## config.mk

```make
export PLATFORM = sky130hd
export DESIGN_NAME = aurora_hls_link_ctrl
export DESIGN_NICKNAME = d
export VERILOG_FILES = /design/src/rtl/aurora_hls_pkg.sv /design/src/rtl/aurora_hls_debounce.sv /design/src/rtl/aurora_hls_link_ctrl.sv
export SDC_FILE = /design/constraint.sdc
export NUM_CORES = 1
export LEC_CHECK = 0
export BUFFER_PORTS_ARGS = -buffer_cell sky130_fd_sc_hd__buf_2
export CORE_MARGIN = 5
export CORE_UTILIZATION = 50
export CTS_CLUSTER_DIAMETER = 150
export CTS_CLUSTER_SIZE = 8
export DETAILED_ROUTE_END_ITERATION = 10
export PLACE_DENSITY = 0.76
export SYNTH_ARGS = -nofsm -noshare
export SYNTH_HDL_FRONTEND = slang
export SYNTH_SLANG_ARGS = --single-unit
```

## constraint.sdc

```tcl
create_clock -name i_clk -period 6.6 [get_ports i_clk]
set_input_delay 0.33 -clock i_clk [delete_from_list [all_inputs] [get_ports i_clk]]
set_output_delay 0.33 -clock i_clk [all_outputs]
set_load 0.02 [all_outputs]
```

## src/rtl/aurora_hls_pkg.sv

```systemverilog
// Shared types and constants for the Aurora HLS link controller and monitor.
package aurora_hls_pkg;

    typedef enum logic [2:0] {
        IDLE    = 3'd0,
        PMA_RST = 3'd1,
        PB_RST  = 3'd2,
        WAIT_UP = 3'd3,
        UP      = 3'd4,
        FAILED  = 3'd5
    } link_state_t;

    localparam logic [12:0] STATUS_OK = 13'h11ff;

endpackage

```

## src/rtl/aurora_hls_debounce.sv

```systemverilog
// Consecutive-cycle qualifier: o_stable asserts once i_cond has held DEBOUNCE cycles.
module aurora_hls_debounce #(
    parameter logic [15:0] DEBOUNCE = 16'd64
) (
    input  logic i_clk,
    input  logic i_rst,
    input  logic i_cond,
    input  logic i_clear,
    output logic o_stable
);

    logic [15:0] r_cnt;

    always_ff @(posedge i_clk or posedge i_rst) begin
        if (i_rst) begin
            r_cnt <= '0;
        end else if (i_clear || !i_cond) begin
            r_cnt <= '0;
        end else if (r_cnt != DEBOUNCE) begin
            r_cnt <= r_cnt + 16'd1;
        end
    end

    // The current cycle counts, so the decision fires when DEBOUNCE-1 are already banked.
    assign o_stable = i_cond && (r_cnt >= (DEBOUNCE - 16'd1));

endmodule

```

## src/rtl/aurora_hls_link_ctrl.sv

```systemverilog
// Aurora bring-up/recovery sequencer. Optional statistics: AURORA_HLS_LINK_CTRL_STATS_EN.
//   state   | meaning
//   IDLE    | disabled, core held in reset
//   PMA_RST | pma_init asserted
//   PB_RST  | reset_pb asserted after pma_init release
//   WAIT_UP | waiting for debounced OK status, timeout -> retry
//   UP      | channel up, TX traffic allowed
//   FAILED  | retries exhausted, core held in reset
module aurora_hls_link_ctrl
    import aurora_hls_pkg::*;
#(
    parameter logic [31:0] PMA_INIT_CYCLES = 32'd1024,
    parameter logic [31:0] RESET_PB_CYCLES = 32'd256,
    parameter logic [31:0] LINK_TIMEOUT    = 32'd1000000,
    parameter logic [15:0] DEBOUNCE        = 16'd64,
    parameter logic [7:0]  MAX_RETRIES     = 8'd8
) (
    input  logic        i_clk,
    input  logic        i_rst,
    input  logic        i_enable,
    input  logic        i_reinit_req,
    input  logic [12:0] i_aurora_status,
    output logic        o_pma_init,
    output logic        o_reset_pb,
    output logic        o_tx_enable,
    output logic        o_link_up,
    output logic        o_failed,
    output logic [2:0]  o_state,
    output logic [7:0]  o_retry_count,
    output logic [31:0] o_link_down_count,
    output logic [31:0] o_up_cycles
);

    link_state_t r_state, w_next;
    logic [31:0] r_timer, w_timer_next;
    logic [7:0]  r_retry, w_retry_next;
    logic        w_ok, w_cond, w_stable, w_clear, w_loss;

    assign w_ok    = (i_aurora_status == STATUS_OK);
    assign w_clear = (w_next != r_state);

    always_comb begin
        w_cond = 1'b0;
        if (r_state == WAIT_UP) w_cond = w_ok;
        else if (r_state == UP) w_cond = !w_ok;
    end

    aurora_hls_debounce #(.DEBOUNCE(DEBOUNCE)) u_debounce (
        .i_clk    (i_clk),
        .i_rst    (i_rst),
        .i_cond   (w_cond),
        .i_clear  (w_clear),
        .o_stable (w_stable)
    );

    always_ff @(posedge i_clk or posedge i_rst) begin
        if (i_rst) begin
            r_state <= IDLE;
            r_timer <= '0;
            r_retry <= '0;
        end else begin
            r_state <= w_next;
            r_timer <= w_timer_next;
            r_retry <= w_retry_next;
        end
    end

    always_comb begin
        w_next       = r_state;
        w_timer_next = r_timer;
        w_retry_next = r_retry;
        w_loss       = 1'b0;
        if (!i_enable) begin
            w_next       = IDLE;
            w_timer_next = '0;
            w_retry_next = '0;
        end else if (i_reinit_req && (r_state != IDLE)) begin
            w_next       = PMA_RST;
            w_timer_next = PMA_INIT_CYCLES - 32'd1;
            w_retry_next = '0;
        end else begin
            case (r_state)
                IDLE: begin
                    w_next       = PMA_RST;
                    w_timer_next = PMA_INIT_CYCLES - 32'd1;
                end
                PMA_RST: begin
                    if (r_timer == '0) begin
                        w_next       = PB_RST;
                        w_timer_next = RESET_PB_CYCLES - 32'd1;
                    end else begin
                        w_timer_next = r_timer - 32'd1;
                    end
                end
                PB_RST: begin
                    if (r_timer == '0) begin
                        w_next       = WAIT_UP;
                        w_timer_next = LINK_TIMEOUT - 32'd1;
                    end else begin
                        w_timer_next = r_timer - 32'd1;
                    end
                end
                WAIT_UP: begin
                    if (w_stable) begin
                        w_next       = UP;
                        w_retry_next = '0;
                    end else if (r_timer == '0) begin
                        if (r_retry == (MAX_RETRIES - 8'd1)) begin
                            w_next       = FAILED;
                            w_retry_next = MAX_RETRIES;
                        end else begin
                            w_next       = PMA_RST;
                            w_timer_next = PMA_INIT_CYCLES - 32'd1;
                            w_retry_next = r_retry + 8'd1;
                        end
                    end else begin
                        w_timer_next = r_timer - 32'd1;
                    end
                end
                UP: begin
                    if (w_stable) begin
                        w_next       = PMA_RST;
                        w_timer_next = PMA_INIT_CYCLES - 32'd1;
                        w_loss       = 1'b1;
                    end
                end
                FAILED: begin
                end
                default: begin
                    w_next       = IDLE;
                    w_timer_next = '0;
                end
            endcase
        end
    end

    always_comb begin
        o_pma_init  = 1'b0;
        o_reset_pb  = 1'b0;
        o_tx_enable = 1'b0;
        o_link_up   = 1'b0;
        o_failed    = 1'b0;
        case (r_state)
            IDLE, PMA_RST: begin
                o_pma_init = 1'b1;
                o_reset_pb = 1'b1;
            end
            PB_RST: o_reset_pb = 1'b1;
            UP: begin
                o_tx_enable = 1'b1;
                o_link_up   = 1'b1;
            end
            FAILED: begin
                o_pma_init = 1'b1;
                o_reset_pb = 1'b1;
                o_failed   = 1'b1;
            end
            default: begin
            end
        endcase
    end

    assign o_state       = r_state;
    assign o_retry_count = r_retry;

`ifdef AURORA_HLS_LINK_CTRL_STATS_EN
    logic [31:0] r_link_down_count, r_up_cycles;

    always_ff @(posedge i_clk or posedge i_rst) begin
        if (i_rst) begin
            r_link_down_count <= '0;
            r_up_cycles       <= '0;
        end else begin
            if (w_loss && (r_link_down_count != 32'hFFFF_FFFF))
                r_link_down_count <= r_link_down_count + 32'd1;
            if ((r_state == UP) && (r_up_cycles != 32'hFFFF_FFFF))
                r_up_cycles <= r_up_cycles + 32'd1;
        end
    end

    assign o_link_down_count = r_link_down_count;
    assign o_up_cycles       = r_up_cycles;
`else
    assign o_link_down_count = 32'd0;
    assign o_up_cycles       = 32'd0;
`endif

endmodule

```

# == Word level (Yosys, flattened, before mapping) ==
# Cells that the tools add are included.
# classes
shift,0
eq_ne,15
mux,32
bitwise_logic,0
order_cmp,1
multipliers,0
n_addsub,3
reduce_logical,13
div_mod_pow,0
# op_table
operator,n
32-bit two-way mux,8
32-bit case mux with 6 select lines,1
8-bit two-way mux,6
32-bit zero test,1
16-bit two-way mux,2
32-bit by 1-bit subtractor with 32-bit output (second input constant),1
3-bit two-way mux,8
3-bit case mux with 6 select lines,1
16-bit by 1-bit adder with 16-bit output (second input constant),1
16-bit by 6-bit greater-or-equal comparator with 1-bit output (second input constant),1
16-bit by 7-bit inequality test with 1-bit output (second input constant),1
13-bit equality test (second input constant),1
8-bit by 1-bit adder with 8-bit output (second input constant),1
8-bit by 3-bit equality test with 1-bit output (second input constant),1
3-bit by 2-bit equality test with 1-bit output (second input constant),2
3-bit equality test (second input constant),2
1-bit two-way mux,6
5-bit inequality test (second input constant),1
4-bit by 1-bit inequality test with 1-bit output (second input constant),1
4-bit by 2-bit inequality test with 1-bit output (second input constant),1
4-bit inequality test (second input constant),1
4-bit AND reduction,1
4-bit OR reduction,1
3-bit by 1-bit equality test with 1-bit output (second input constant),1
other kinds (11),13
# word_totals
regBits,59
ramBits,0
rom_bits,0
memories,0
output_inout_bits,80
inputBits,17
latchBits,0

# == Logic depth before layout (Yosys ltp) ==
# depth
ltp_word,12
mapped_depth,11
mapped_depth_nobuf,10

# == Modules after synthesis ==
# A second synthesis with hierarchy kept.
# unflattened
hier_cells,496
area_unflattened_um2,4227.8
# by_module_without_submodules
module,area_each_um2,cells_each,instances,seq_area_each_um2
aurora_hls_link_ctrl,3304.4,402,1,1076.0
aurora_hls_debounce,923.4,94,1,400.4

# == Worst setup path before layout ==
# OpenSTA, ideal clock, no wires.
# synth_timing
kind,register to register
startpoint,"register r_state[1], in the netlist o_state[1]"
endpoint,"register r_retry[6], in the netlist o_retry_count[6]"
arrival_time_ns,2.641
path_stages_with_launch,8
period_less_slack_ns,2.710
setup_time_ns,0.069
slack_ns,3.890
path_cell_list,dfrtp_1 clkbuf_1 nor3_1 mux2i_1 o2bb2ai_2 nor2_4 or4_1 nand3_1
# synth_between
elab_chain_cells,8
elab_cells_between_ends,14
cone_classes,eq/ne: 4; mux: 6; reduce/logical: 4
# synth_rtl
item,line,text
start: declaration,aurora_hls_link_ctrl.sv:34,"link_state_t r_state, w_next;"
start signal: assignment,aurora_hls_link_ctrl.sv:62,r_state <= w_next;
3-bit equality test,aurora_hls_link_ctrl.sv:45,else if (r_state == UP) w_cond = !w_ok;
1-bit two-way mux,aurora_hls_link_ctrl.sv:45,
1-bit two-way mux,aurora_hls_link_ctrl.sv:44,if (r_state == WAIT_UP) w_cond = w_ok;
1-bit logical AND,aurora_hls_debounce.sv:25,assign o_stable = i_cond && (r_cnt >= (DEBOUNCE - 16'd1));
8-bit two-way mux,aurora_hls_link_ctrl.sv:104,if (w_stable) begin
8-bit two-way mux,aurora_hls_link_ctrl.sv:82,case (r_state)
8-bit two-way mux,aurora_hls_link_ctrl.sv:77,end else if (i_reinit_req && (r_state != IDLE)) begin
8-bit two-way mux,aurora_hls_link_ctrl.sv:73,if (!i_enable) begin
end signal: assignment,aurora_hls_link_ctrl.sv:64,r_retry <= w_retry_next;
end: declaration,aurora_hls_link_ctrl.sv:36,"logic [7:0] r_retry, w_retry_next;"
# Parallel ways exist; a longest one is shown, timed or not. The select of a mux whose other input is x is not followed.
# A chain may end at the register's enable or synchronous reset.

# == Worst setup path in the final report ==
# layout_timing
startpoint,register r_timer[8]
endpoint,register u_debounce.r_cnt[1]
# layout_between
elab_chain_cells,9
elab_cells_between_ends,12
cone_classes,eq/ne: 1; mux: 8; reduce/logical: 3
# layout_rtl
item,line,text
start: declaration,aurora_hls_link_ctrl.sv:35,"logic [31:0] r_timer, w_timer_next;"
start signal: assignment,aurora_hls_link_ctrl.sv:63,r_timer <= w_timer_next;
32-bit zero test (*),"aurora_hls_link_ctrl.sv:88, aurora_hls_link_ctrl.sv:96, aurora_hls_link_ctrl.sv:107",
3-bit two-way mux,aurora_hls_link_ctrl.sv:107,end else if (r_timer == '0) begin
3-bit two-way mux,aurora_hls_link_ctrl.sv:104,
3-bit case mux with 6 select lines (*),aurora_hls_link_ctrl.sv:82,
3-bit two-way mux (*),aurora_hls_link_ctrl.sv:77,
3-bit two-way mux (*),aurora_hls_link_ctrl.sv:73,
3-bit inequality test (*),aurora_hls_link_ctrl.sv:40,assign w_clear = (w_next != r_state);
1-bit logical OR (*),aurora_hls_debounce.sv:17,end else if (i_clear || !i_cond) begin
16-bit two-way mux / 2-bit nonzero test (equally long branches),n/a,
end signal: assignment,aurora_hls_debounce.sv:20,r_cnt <= r_cnt + 16'd1;
end: declaration,aurora_hls_debounce.sv:12,logic [15:0] r_cnt;
# Mark *: on every way between the ends. The rest lies on a longest branch, timed or not.

==> results.sh <==
export IMPL_placementRows=31
export IMPL_io_buffer_count=32
export IMPL_cts_tree="done"
export IMPL_finalCritPeriodShare_pct=56.02
export IMPL_drc=0
export IMPL_ant_nets=0
export IMPL_maxCapViolations=0
export IMPL_dpl_hpwl_um=5918
export IMPL_ios=97
export IMPL_clockBufferDepth=2
export IMPL_synth_top_area_share_pct=38.63
export IMPL_critPathKind="reg2reg"
export IMPL_cts_inserted_buffers=9
export IMPL_syn_inst=446
export IMPL_synth_edf_count=0
export IMPL_overflow=0
export IMPL_finalHoldViolCount=0
export IMPL_yosys_top_cells_area="dfrtp_1, buf_4, o21ai_0"
export IMPL_syn_to_final_growth_pct=5.695
export IMPL_cp_arrival_ps=3950
export IMPL_critPathRequiredTime_ps=6850
export IMPL_antenna_cells=0
export IMPL_die_w_um=97.44
export IMPL_syn_avg_cell_area_um2=8.570
export IMPL_report_final_slew_viol_count=0
export IMPL_finalInstanceArea_um2=4040
export IMPL_synthFlopType="dfrtp_1"
export IMPL_grt_max_degree=60
export IMPL_power_density_nw_per_um2=201.4
export IMPL_cts_clk_slew_worst_paths_ps=70
export IMPL_grt_pass1_vias=2978
export IMPL_grt_usage_pct=17.22
export IMPL_max_slew_margin_pct=39.69
export IMPL_h_tree_depth=3
export IMPL_dp_slack_ps=2993
export IMPL_start_util_pct=52.14
export IMPL_skew_ps=4.424
export IMPL_place_congestion=0.8611
export IMPL_ys_top_cells_by_count="buf_4, dfrtp_1, nor2_1"
export IMPL_met1_usage_pct=22.36
export IMPL_hold_buffers=0
export IMPL_rsz0062_at_grt="no"
export IMPL_clkLatencyLatePin_ps=340
export IMPL_ys_ff_latch=59
export IMPL_grt_pass1_wl_um=13790
export IMPL_met3_usage_pct=3.015
export IMPL_layout_setup_ws_ps=2903
export IMPL_fill_cells=701
export IMPL_root_buffer="clkbuf_8"
export IMPL_cp_max_fo=33
export IMPL_setup_violations=0
export IMPL_power_uw=813.7
export IMPL_drtIter0Drc=137
export IMPL_vias=3157
export IMPL_clkSinkCount=59
export IMPL_tightest_slew_ps=902.7
export IMPL_die_area_um2=9494
export IMPL_synthArstFlopShare_pct=100.0
export IMPL_outcome="completed"
export IMPL_yosysWarningCount=0
export IMPL_antenna_found_initial=0
export IMPL_cts_setup_buffers=0
export IMPL_firstDrtPassIters=4
export IMPL_grt_busiest_layer="met2"
export IMPL_cts_resized=0
export IMPL_multi_input_area_um2=2011
export IMPL_place_area_um2=3827
export IMPL_fin_cells=589
export IMPL_use_met2_pct=28.73
export IMPL_core_area_um2=7331
export IMPL_syn_cell_area_um2=3822
export IMPL_regArea_um2=1476
export IMPL_drive_above_1_share_pct=13.88
export IMPL_nNetsFinal=506
export IMPL_vias_per_cell=5.360
export IMPL_fmax_mhz=270.5
export IMPL_wl_per_cell_um=13.91
export IMPL_end_kind="flip-flop"
export IMPL_p_leak_uw=0.001884
export IMPL_finalCriticalPeriod_ps=3697
export IMPL_synth_most_common_cell="buf_4"
export IMPL_dp_cells=573
export IMPL_cp_start_kind="flip-flop"
export IMPL_ir_worst_vdd_mv=0.1023
export IMPL_die_height_um=97.44
export IMPL_yosysUniqueCellTypes=54
export IMPL_min_path_type="in2async"
export IMPL_totalWireLength_um=8191
export IMPL_ys_seq_area_share_pct=38.63
export IMPL_totalNegativeSetupSlack_ps=0
export IMPL_synth_top_area_cell="dfrtp_1"
cell type report:
| class | instances | share of cell area, % |
|---|---|---|
| sequential | 59 | 36.54 |
| inverter | 13 | 1.208 |
| tap | 99 | 3.066 |
| clock buffer | 12 | 4.088 |
| timing repair buffer | 33 | 4.150 |
| multi-input combinational | 369 | 49.77 |
| clock inverter | 4 | 1.177 |
cells by family after synthesis:
kind of cell / after synthesis / synth area share, %
AOI/OAI and AO/OA: 112 / 18.69
xor gates and xnor gates: 8 / 1.833
adders and majority gates: 4 / 1.309
buffers and inverters: 91 / 15.94
DFF: 59 / 38.63
muxes: 2 / 0.5238
other: 1 / 0.09811
and+or+nand+nor: 169 / 22.98
placed cells by master, fill, tap and decap left out, types with 4 or more instances in the layout:
master | netlist | routed
a21o_1 | 4 | 4
a21oi_1 | 18 | 18
and2_1 | 4 | 4
and3_1 | 4 | 4
buf_2 | 4 | 32
clkbuf_8 | 0 | 12
conb_1 | 1 | 74
dfrtp_1 | 59 | 59
ha_1 | 4 | 4
inv_1 | 12 | 11
nand2_1 | 29 | 29
nand2b_1 | 6 | 6
nand3_1 | 17 | 17
nor2_1 | 49 | 49
nor3_1 | 21 | 21
nor4_1 | 8 | 8
o21a_1 | 5 | 5
o21ai_0 | 44 | 44
o31ai_1 | 11 | 11
o41ai_1 | 6 | 6
or2_2 | 6 | 6
or3_1 | 7 | 7
xnor2_1 | 4 | 4
xor2_1 | 4 | 4
per-stage QoR:
step	utilization [%]	hold WS [ps]
2_1_floorplan	-	447.6
3_3_place_gp	52.21	473.5
3_5_place_dp	52.21	470.7
4_1_cts	55.11	220.7
5_1_grt	55.11	280.0
6_report	55.11	200.4
routing by layer:
layer	vias up	part of all wire, %	wire length (um)
met2	92	48	3966
met5	-	0	0
met1	1529	45	3702
met3	10	5.1	416
met4	0	1.3	106
li1	1526	-	-
sequential cells by signal, indices dropped and copies added (netlist names):
name	count
o_retry_count	8
o_state	3
r_timer	32
u_debounce.r_cnt	16
final timing paths:
path,startpoint,to,slack (ps),cells past startpoint
max reg2reg,r_timer[8],u_debounce.r_cnt[1],2900,8
min reg2reg,r_timer[25],r_timer[25],490,2
min,i_rst,r_timer[28],200,3
max in group asynchronous,i_rst,o_state[2],5920,3
max,r_timer[8],u_debounce.r_cnt[1],2900,8
min in group i_clk,i_enable,o_state[0],320,2
power by group:
group          internal, uW  total, uW  leakage, uW  switching, uW
sequential              370        379     0.000778           8.72
clock                   204        348     0.000108            145
combinational          19.5       86.5     0.000997           67.1
total                   593        814      0.00188            220
worst max-delay path, cell delays in order (launching register included):
cell,delay (ps)
dfrtp_1,440
nor4_1,780
nand2_1,310
nor4_4,580
and3_1,230
o21bai_1,270
inv_2,530
a31oi_2,270
a211oi_2,190
Note: power is estimated with default switching activity, not from simulation.
